==> src/rtl/tt6581_pkg.sv <==
// Shared types and helpers for the audio path.
//   AUDIO_W       : output sample width (14, signed)
//   VOICE_W       : voice sample width (12, signed)
//   mixer_state_t : mixer frame FSM states
//   sat14()       : clamp a 20-bit signed value to [-8192, 8191]
package tt6581_pkg;
  localparam int AUDIO_W = 14;
  localparam int VOICE_W = 12;

  typedef enum logic [2:0] {IDLE, REQ, WAIT, SCALE, DCB, OUT} mixer_state_t;

  function automatic logic signed [AUDIO_W-1:0] sat14(input logic signed [19:0] v);
    if (v > 20'sd8191)       return 14'h1FFF;
    else if (v < -20'sd8192) return 14'h2000;
    else                     return v[AUDIO_W-1:0];
  endfunction
endpackage

==> src/rtl/audio_mixer_dc_blocker.sv <==
// dc_blocker: first-order DC-blocking filter, advanced once per en_i strobe.
//   y[n] = x[n] - x[n-1] + y[n-1] - (y[n-1] >>> 8), 20-bit signed state.
// Ports:
//   clk_i, rst_ni : clock, synchronous active-low reset (clears state)
//   en_i          : advance the filter by one sample
//   x_i           : input sample (14-bit signed)
//   y_o           : saturated next output, valid in the en_i cycle
module dc_blocker
  import tt6581_pkg::*;
(
  input  logic                      clk_i,
  input  logic                      rst_ni,
  input  logic                      en_i,
  input  logic signed [AUDIO_W-1:0] x_i,
  output logic signed [AUDIO_W-1:0] y_o
);
  logic signed [19:0] x_ext, x_prev_q, y_q, y_next;

  // Explicit sign extension keeps every operand signed so >>> stays arithmetic.
  assign x_ext  = {{(20-AUDIO_W){x_i[AUDIO_W-1]}}, x_i};
  assign y_next = x_ext - x_prev_q + y_q - (y_q >>> 8);
  // Output is clamped; the state keeps the unsaturated value.
  assign y_o    = sat14(y_next);

  always_ff @(posedge clk_i) begin
    if (!rst_ni) begin
      x_prev_q <= '0;
      y_q      <= '0;
    end else if (en_i) begin
      x_prev_q <= x_ext;
      y_q      <= y_next;
    end
  end
endmodule

==> src/rtl/audio_mixer.sv <==
// audio_mixer: sample-rate tick, time-multiplexed voice fetch, mute-aware sum,
// 4-bit master volume via 4-cycle shift-add, 14-bit saturation, valid strobe.
// Optional DC-blocking stage compiled in with AUDIO_MIXER_DC_BLOCK_EN.
// Ports:
//   clk_i, rst_ni           : clock, synchronous active-low reset
//   voice_sel_o/voice_req_o : voice index and one-cycle request strobe
//   voice_valid_i/data_i    : response for the requested voice (sampled in WAIT)
//   voice_mute_i            : per-voice mute, latched at the tick
//   volume_i                : master gain value/8, latched at the tick
//   audio_o/audio_valid_o   : mixed sample and its one-cycle strobe
//   overrun_o               : sticky, tick arrived mid-frame
module audio_mixer #(
  parameter int NUM_VOICES = 3,
  parameter int VOICE_W    = 12,
  parameter int SAMPLE_DIV = 1000
) (
  input  logic                          clk_i,
  input  logic                          rst_ni,
  output logic [$clog2(NUM_VOICES)-1:0] voice_sel_o,
  output logic                          voice_req_o,
  input  logic                          voice_valid_i,
  input  logic signed [VOICE_W-1:0]     voice_data_i,
  input  logic [NUM_VOICES-1:0]         voice_mute_i,
  input  logic [3:0]                    volume_i,
  output logic signed [13:0]            audio_o,
  output logic                          audio_valid_o,
  output logic                          overrun_o
);
  import tt6581_pkg::*;

  localparam int SEL_W = $clog2(NUM_VOICES);
  localparam int CNT_W = $clog2(SAMPLE_DIV);
  localparam logic [SEL_W-1:0] LAST_K   = SEL_W'(NUM_VOICES - 1);
  localparam logic [CNT_W-1:0] TICK_CNT = CNT_W'(SAMPLE_DIV - 1);

  mixer_state_t              state;
  logic [CNT_W-1:0]          cnt;
  logic                      tick;
  logic [SEL_W-1:0]          k;
  logic [3:0]                vol_q;
  logic [NUM_VOICES-1:0]     mute_q;
  logic [1:0]                scl_i;
  logic signed [AUDIO_W-1:0] acc, data_ext, voice_add;
  logic signed [17:0]        product, acc_ext, addend, prod_next;
  logic signed [19:0]        prod_ext;
  logic signed [AUDIO_W-1:0] scaled;

  assign tick        = (cnt == TICK_CNT);
  assign voice_sel_o = k;

  always_comb begin
    data_ext  = {{(AUDIO_W-VOICE_W){voice_data_i[VOICE_W-1]}}, voice_data_i};
    voice_add = mute_q[k] ? '0 : data_ext;
    acc_ext   = {{(18-AUDIO_W){acc[AUDIO_W-1]}}, acc};
    addend    = vol_q[scl_i] ? (acc_ext <<< scl_i) : '0;
    prod_next = product + addend;
    prod_ext  = {{2{prod_next[17]}}, prod_next};
    scaled    = sat14(prod_ext >>> 3);
  end

`ifdef AUDIO_MIXER_DC_BLOCK_EN
  logic signed [AUDIO_W-1:0] dc_x_q, dc_y;

  dc_blocker u_dc_blocker (
    .clk_i  (clk_i),
    .rst_ni (rst_ni),
    .en_i   (state == DCB),
    .x_i    (dc_x_q),
    .y_o    (dc_y)
  );
`endif

  // Outputs are set on the transition into their state, so req is high
  // during REQ and audio_valid_o during OUT.
  always_ff @(posedge clk_i) begin
    if (!rst_ni) begin
      state         <= IDLE;
      cnt           <= '0;
      k             <= '0;
      vol_q         <= '0;
      mute_q        <= '0;
      scl_i         <= '0;
      acc           <= '0;
      product       <= '0;
      voice_req_o   <= 1'b0;
      audio_o       <= '0;
      audio_valid_o <= 1'b0;
      overrun_o     <= 1'b0;
`ifdef AUDIO_MIXER_DC_BLOCK_EN
      dc_x_q        <= '0;
`endif
    end else begin
      cnt           <= tick ? '0 : cnt + 1'b1;
      voice_req_o   <= 1'b0;
      audio_valid_o <= 1'b0;
      if (tick && state != IDLE) overrun_o <= 1'b1;
      case (state)
        IDLE: if (tick) begin
          vol_q       <= volume_i;
          mute_q      <= voice_mute_i;
          acc         <= '0;
          product     <= '0;
          k           <= '0;
          voice_req_o <= 1'b1;
          state       <= REQ;
        end
        REQ: state <= WAIT;
        WAIT: if (voice_valid_i) begin
          acc <= acc + voice_add;
          if (k == LAST_K) begin
            scl_i <= '0;
            state <= SCALE;
          end else begin
            k           <= k + 1'b1;
            voice_req_o <= 1'b1;
            state       <= REQ;
          end
        end
        SCALE: begin
          product <= prod_next;
          scl_i   <= scl_i + 1'b1;
          if (scl_i == 2'd3) begin
`ifdef AUDIO_MIXER_DC_BLOCK_EN
            dc_x_q <= scaled;
            state  <= DCB;
`else
            audio_o       <= scaled;
            audio_valid_o <= 1'b1;
            state         <= OUT;
`endif
          end
        end
`ifdef AUDIO_MIXER_DC_BLOCK_EN
        DCB: begin
          audio_o       <= dc_y;
          audio_valid_o <= 1'b1;
          state         <= OUT;
        end
`endif
        OUT:     state <= IDLE;
        default: state <= IDLE;
      endcase
    end
  end
endmodule

==> config.mk <==
export PLATFORM = sky130hd
export DESIGN_NAME = audio_mixer
export DESIGN_NICKNAME = d
export VERILOG_FILES = /design/src/rtl/tt6581_pkg.sv /design/src/rtl/audio_mixer_dc_blocker.sv /design/src/rtl/audio_mixer.sv
export SDC_FILE = /design/constraint.sdc
export NUM_CORES = 1
export LEC_CHECK = 0
export CAP_MARGIN = 20
export CELL_PAD_IN_SITES_DETAIL_PLACEMENT = 1
export CELL_PAD_IN_SITES_GLOBAL_PLACEMENT = 2
export CORE_UTILIZATION = 37
export CTS_BUF_LIST = sky130_fd_sc_hd__clkbuf_8
export DETAILED_ROUTE_END_ITERATION = 8
export HOLD_SLACK_MARGIN = 0.03
export PLACE_DENSITY_LB_ADDON = 0.1
export SLEW_MARGIN = 40
export SYNTH_ARGS = -nofsm -noshare
export SYNTH_HDL_FRONTEND = slang
export SYNTH_SLANG_ARGS = --single-unit
==> constraint.sdc <==
create_clock -name clk_i -period 4.5 [get_ports clk_i]
set_clock_uncertainty 0.2 [all_clocks]
set_input_delay 0.9 -clock clk_i [delete_from_list [all_inputs] [get_ports clk_i]]
set_output_delay 0.9 -clock clk_i [all_outputs]
set_load 0.02 [all_outputs]
## After elaboration in Yosys (flattened, before gate mapping)

Cells that the tools add are included.

- Reductions and logical operators: 15
- Equality and inequality tests: 11
- Shift-type cells: 1
- Bitwise gates (word level): 1
- Mux-type cells: 30
- Add/subtract/negate cells: 5
- Order comparisons: 4

Operators by type and width:

| cell | count |
|---|---|
| $mux W14 | 5 |
| $mux W18 | 2 |
| $pmux W18 S2 | 1 |
| $pmux W14 S2 | 1 |
| $add A18 B18 Y18 | 1 |
| $sshl A18 B2 Y18 | 1 |
| $gt A15 B14 Y1 const B | 1 |
| $lt A15 B14 Y1 const B | 1 |
| $add A14 B14 Y14 | 1 |
| $mux W2 | 6 |
| $pmux W3 S4 | 1 |
| $add A10 B1 Y10 const B | 1 |
| $eq A10 B10 Y1 const B | 1 |
| $ne A2 B2 Y1 const B | 5 |
| $mux W3 | 3 |
| $reduce_and A3 Y1 | 3 |
| $pmux W2 S2 | 2 |
| $reduce_and A2 Y1 | 4 |
| $eq A3 B2 Y1 const B | 2 |
| $lt A2 B3 Y1 const B | 2 |
| $mux W1 | 6 |
| $reduce_bool A2 Y1 | 3 |
| $add A2 B1 Y2 const B | 2 |
| $bmux W1 S2 | 2 |
| other kinds (9) | 10 |

- Output and inout port bits: 19
- Flip-flop bits (word level): 73
- Word-level logic and storage cells: 79

## Longest topological paths before layout

- Depth in word-level cells: 7
- Gate-level depth with buffers: 14
- Gate-level depth less buffers: 13

## Worst setup path before layout

OpenSTA, ideal clock, no wires.

- Path kind: reg-to-reg
- Start: register scl_i[0]
- End: register audio_o[6]
- Buffers on the path: 1
- Arrival: 3.600 ns
- Cell stages (with the launch flop): 13
- Setup time: 0.134 ns
- Setup slack: 0.566 ns
- Data required time: 4.166 ns
- Cells stage by stage: dfxtp_1 buf_1 mux4_2 nor2b_1 ha_1 o211a_1 o21a_1 a311o_2 a21oi_4 a21oi_4 xor2_2 o31ai_4 nor3_1

- Word-level cells in the longest chain between the ends: 7
- Elaborated cells between the ends (all ways): 11
- Classes of those cells: add/sub: 1; order compare: 2; eq/ne: 1; shift: 1; mux: 5; reduce/logical: 1

Ends and longest elaborated chain:

| item | line | RTL |
|---|---|---|
| start, declared | audio_mixer.sv:42 | `logic [1:0] scl_i;` |
| start signal, assigned | audio_mixer.sv:121 | `scl_i <= scl_i + 1'b1;` |
| $bmux W1 S2 | audio_mixer.sv:55 | `addend = vol_q[scl_i] ? (acc_ext <<< scl_i) : '0;` |
| $mux W1 (not written as such) | audio_mixer.sv:55 |  |
| $mux W18 | audio_mixer.sv:55 |  |
| $add A18 B18 Y18 | audio_mixer.sv:56 | `prod_next = product + addend;` |
| $lt A15 B14 Y1 | tt6581_pkg.sv:14 | `else if (v < -20'sd8192) return 14'h2000;` |
| $mux W14 | tt6581_pkg.sv:14 |  |
| $mux W14 | tt6581_pkg.sv:13 | `if (v > 20'sd8191) return 14'h1FFF;` |
| end signal, assigned | audio_mixer.sv:127 | `audio_o <= scaled;` |
| end, declared | audio_mixer.sv:25 | `output logic signed [13:0] audio_o,` |

Several ways; a longest one is shown, not always the timed one. The select of a mux whose other input is x is not followed.
A chain may end at the register's enable or synchronous reset.

## Worst setup path in the final report

- Start: register scl_i[1]
- End: register audio_o[6]

The elaborated chain is that of the path after synthesis.

==> out/summary.txt <==
Critical Path, Cell by Cell - mux2i_1 > mux2_2 > a211oi_1 > ha_1 > o211a_1 > o21a_1 > a311o_2 > a21oi_4 > a21oi_4 > xor2_2 > o31ai_4 > nor3_1
Placed cells - 773
Post-DP Area - 5430 um^2
Gr ovfl total - 0
Critical path type - reg -> reg
Post-DR wirelength/cell - 16.2 um
# rows - 41
Share of layout cells above drive strength 1 - 9.24%
Synth Net Count - 637
Pwr Density - 220 nW/um^2
Number of port buffers - 40
Layout Cells excl Fill - 789
Ys Warns - 0
Nets - 669
Sequential area share after synthesis - 30.2%
Setup crit start - scl_i[1]
Top-count cell post-synth - nor2_1
Worst Hold Path EP - audio_o[13]
Die Footprint - 13500 um^2
Post-cts gate resize count - 0
Reg-to-Reg Start - scl_i[1]
RSZ-0062 raised after global routing - false
Max-slew headroom - 54.4%
Synth top area share - 30.2%
Total of max-cap violations - 0
Number of flops mapped to enable cells by yosys - 0
CP Max Fanout - 15
Die Wd - 116 um
Reg2Reg Setup Slack - 0.54 ns
Area grow syn2layout - 16.2%
Slew @ Worst Pin - 0.682 ns
Antenna Nets Post-Route - 0
Core area - 12700 um^2
Hold Vio Cnt, Final - 0
CTS max path bufs - 2
Setup total negative slack - 0 ns
Die height - 116 um
Final Setup Violations - 0
Top cells by area, synth - dfxtp_1, ha_1, nor2_1
Via count - 4240
Fillers - 1550
Final Slew Violations - 0
CTS Root Cell - clkbuf_8
Largest stage delay, worst path - 0.67 ns
Critical path arrival - 3.99 ns
Synthesized flop and latch total - 73
Minimum clock period - 3.96 ns
Area occupied by multi-input gates - 3230 um^2
Routability cong. - 0.817
Status - completed
Hold_sp - audio_o[13]
Syn Area/Cell - 8.35 um^2
Largest net degree at the start of global routing - 39
Reg2reg path depth - 12
Fin crit share - 88.0%
Antenna diodes - 0
Initial antenna violation count - 0
DRC Markers - 0
Most used cell, CP - a21oi_4
Ports - 41
Post-synth cell types - 65
Detailed placement HPWL - 9730 um
Slowest library cell on the worst path - dfxtp_1
CP startpoint kind - flop
Hold Path Depth - 2
Critical path buffers and inverters - 0
Tot GR Track Use - 20.8%
Syn Inst Count - 580
Initial Util - 38.2%
Post-CTS setup buffer count - 0
FF-to-FF End - audio_o[6]
Mapped Area - 4840 um^2
Hold WS - 0.258 ns
Reg area - 1460 um^2
Routed WL - 12800 um
Most used flip-flop cell after synthesis - dfxtp_1
Required @ worst endpoint - 4.53 ns
Ys async rst share - 0%
H-tree levels - 3
Critical Path End Type - flop
Vias per cell - 5.37
CP top delay family - compound AO/OA/AOI/OAI gates
CTS tree - done
Post-layout util - 44.4%
CTS Buf Count - 9
Top cell type by total area after synthesis - dfxtp_1
1st-pass router iterations - 5
Clk pin slew, worst setup/hold paths - 0.08 ns
Clock Latency Late Sink - 0.37 ns
First-pass GRT wire length - 21700 um
Pleak - 0.00212 uW
Hold Buf Count CTS - 0
Peak VDD IR - 122 uV
Synth top cells by count - nor2_1, dfxtp_1, nand2_1
DR iter-0 viols - 194
Finished Cell Area - 5630 um^2
Vias in the first global route - 4408
TritonCTS Sinks - 73
Min-delay worst type - reg -> reg
Fmax achieved - 0.253 GHz
==> flip-flops by register name, summed over array words and instances, names as in the netlist <==
signal,count
voice_req_o,1
mute_q,3
overrun_o,1
product,18
voice_sel_o,2
audio_valid_o,1
vol_q,4
state,3
cnt,10
audio_o,14
scl_i,2
acc,14
==> report_power, final <==
group	internal (uW)	switching (uW)
registers	648	2.29
logic	31.9	29.6
clock network	267	259
==> layout by cell type, fill, tap and decap left out, types with 3 or more instances in the layout <==
cell type	count
nor2_1	75
buf_4	5
nor2b_1	25
nand2_1	52
or3_1	5
xor2_1	15
o21bai_1	4
a22oi_1	8
a211oi_1	11
mux4_2	11
ha_1	33
a31oi_1	12
nor3_1	5
and3_1	12
or2_2	3
nand3b_1	5
nand2b_1	7
o21a_1	4
clkbuf_8	10
a21o_1	10
nand3_1	33
a21oi_1	48
xnor2_1	14
dfxtp_1	72
clkdlybuf4s50_1	40
and2_1	4
o21ai_0	11
mux2i_1	6
nand4_1	4
a311oi_1	3
inv_1	18
==> tightest hold or removal path, stage by stage (launching register included) <==
cell and delay [ns]:
dfxtp_1 0.31, nand2_1 0.05, a21oi_1 0.05
==> final cells by class <==
class                           count  share of cell area (%)
Clock buffer                       10                    2.45
Clock inverter                      6                    1.05
Inverter                           18                    1.20
Multi-Input combinational cell    464                    57.3
Sequential cell                    73                    26.0
Tap cell                          172                    3.82
Timing Repair Buffer               46                    8.14
==> per-stage QoR <==
stage / power (uW) / worst slack [ns]
floorplan: 698 / 0.566
global placement: 726 / 0.432
finish: 1240 / 0.541
detailed placement: 727 / 0.290
CTS: 1260 / 0.270
global route: 1300 / 0.300
==> metal layers <==
layer / global-route usage, % / up-vias / part of all wire [%]
met5: 0 / - / 0
met4: 7.69 / 0 / 1.4
met3: 3.17 / 12 / 2.2
met2: 35.1 / 50 / 47
met1: 26.7 / 2034 / 49
li1: - / 2144 / -
==> worst max path at each step <==
stage | endpoint | slack (ns) | depth (start not counted)
finish | audio_o[6] | 0.54 | 12
detailed placement | audio_o[6] | 0.29 | 12
floorplan | audio_o[6] | 0.57 | 12
CTS | audio_o[6] | 0.27 | 12
global placement | audio_o[6] | 0.43 | 12
global route | audio_o[6] | 0.30 | 12
==> cell families after synthesis <==
kind of cell / synth area share (%)
AND/OR/NAND/NOR: 24.1
AO/OA/AOI/OAI: 20.1
flip-flops: 30.2
buffers and inverters: 3.33
adder cells (fa/ha/maj): 9.82
XOR/XNOR: 5.92
multiplexers: 6.59
Power figures use the tool's default switching activity.
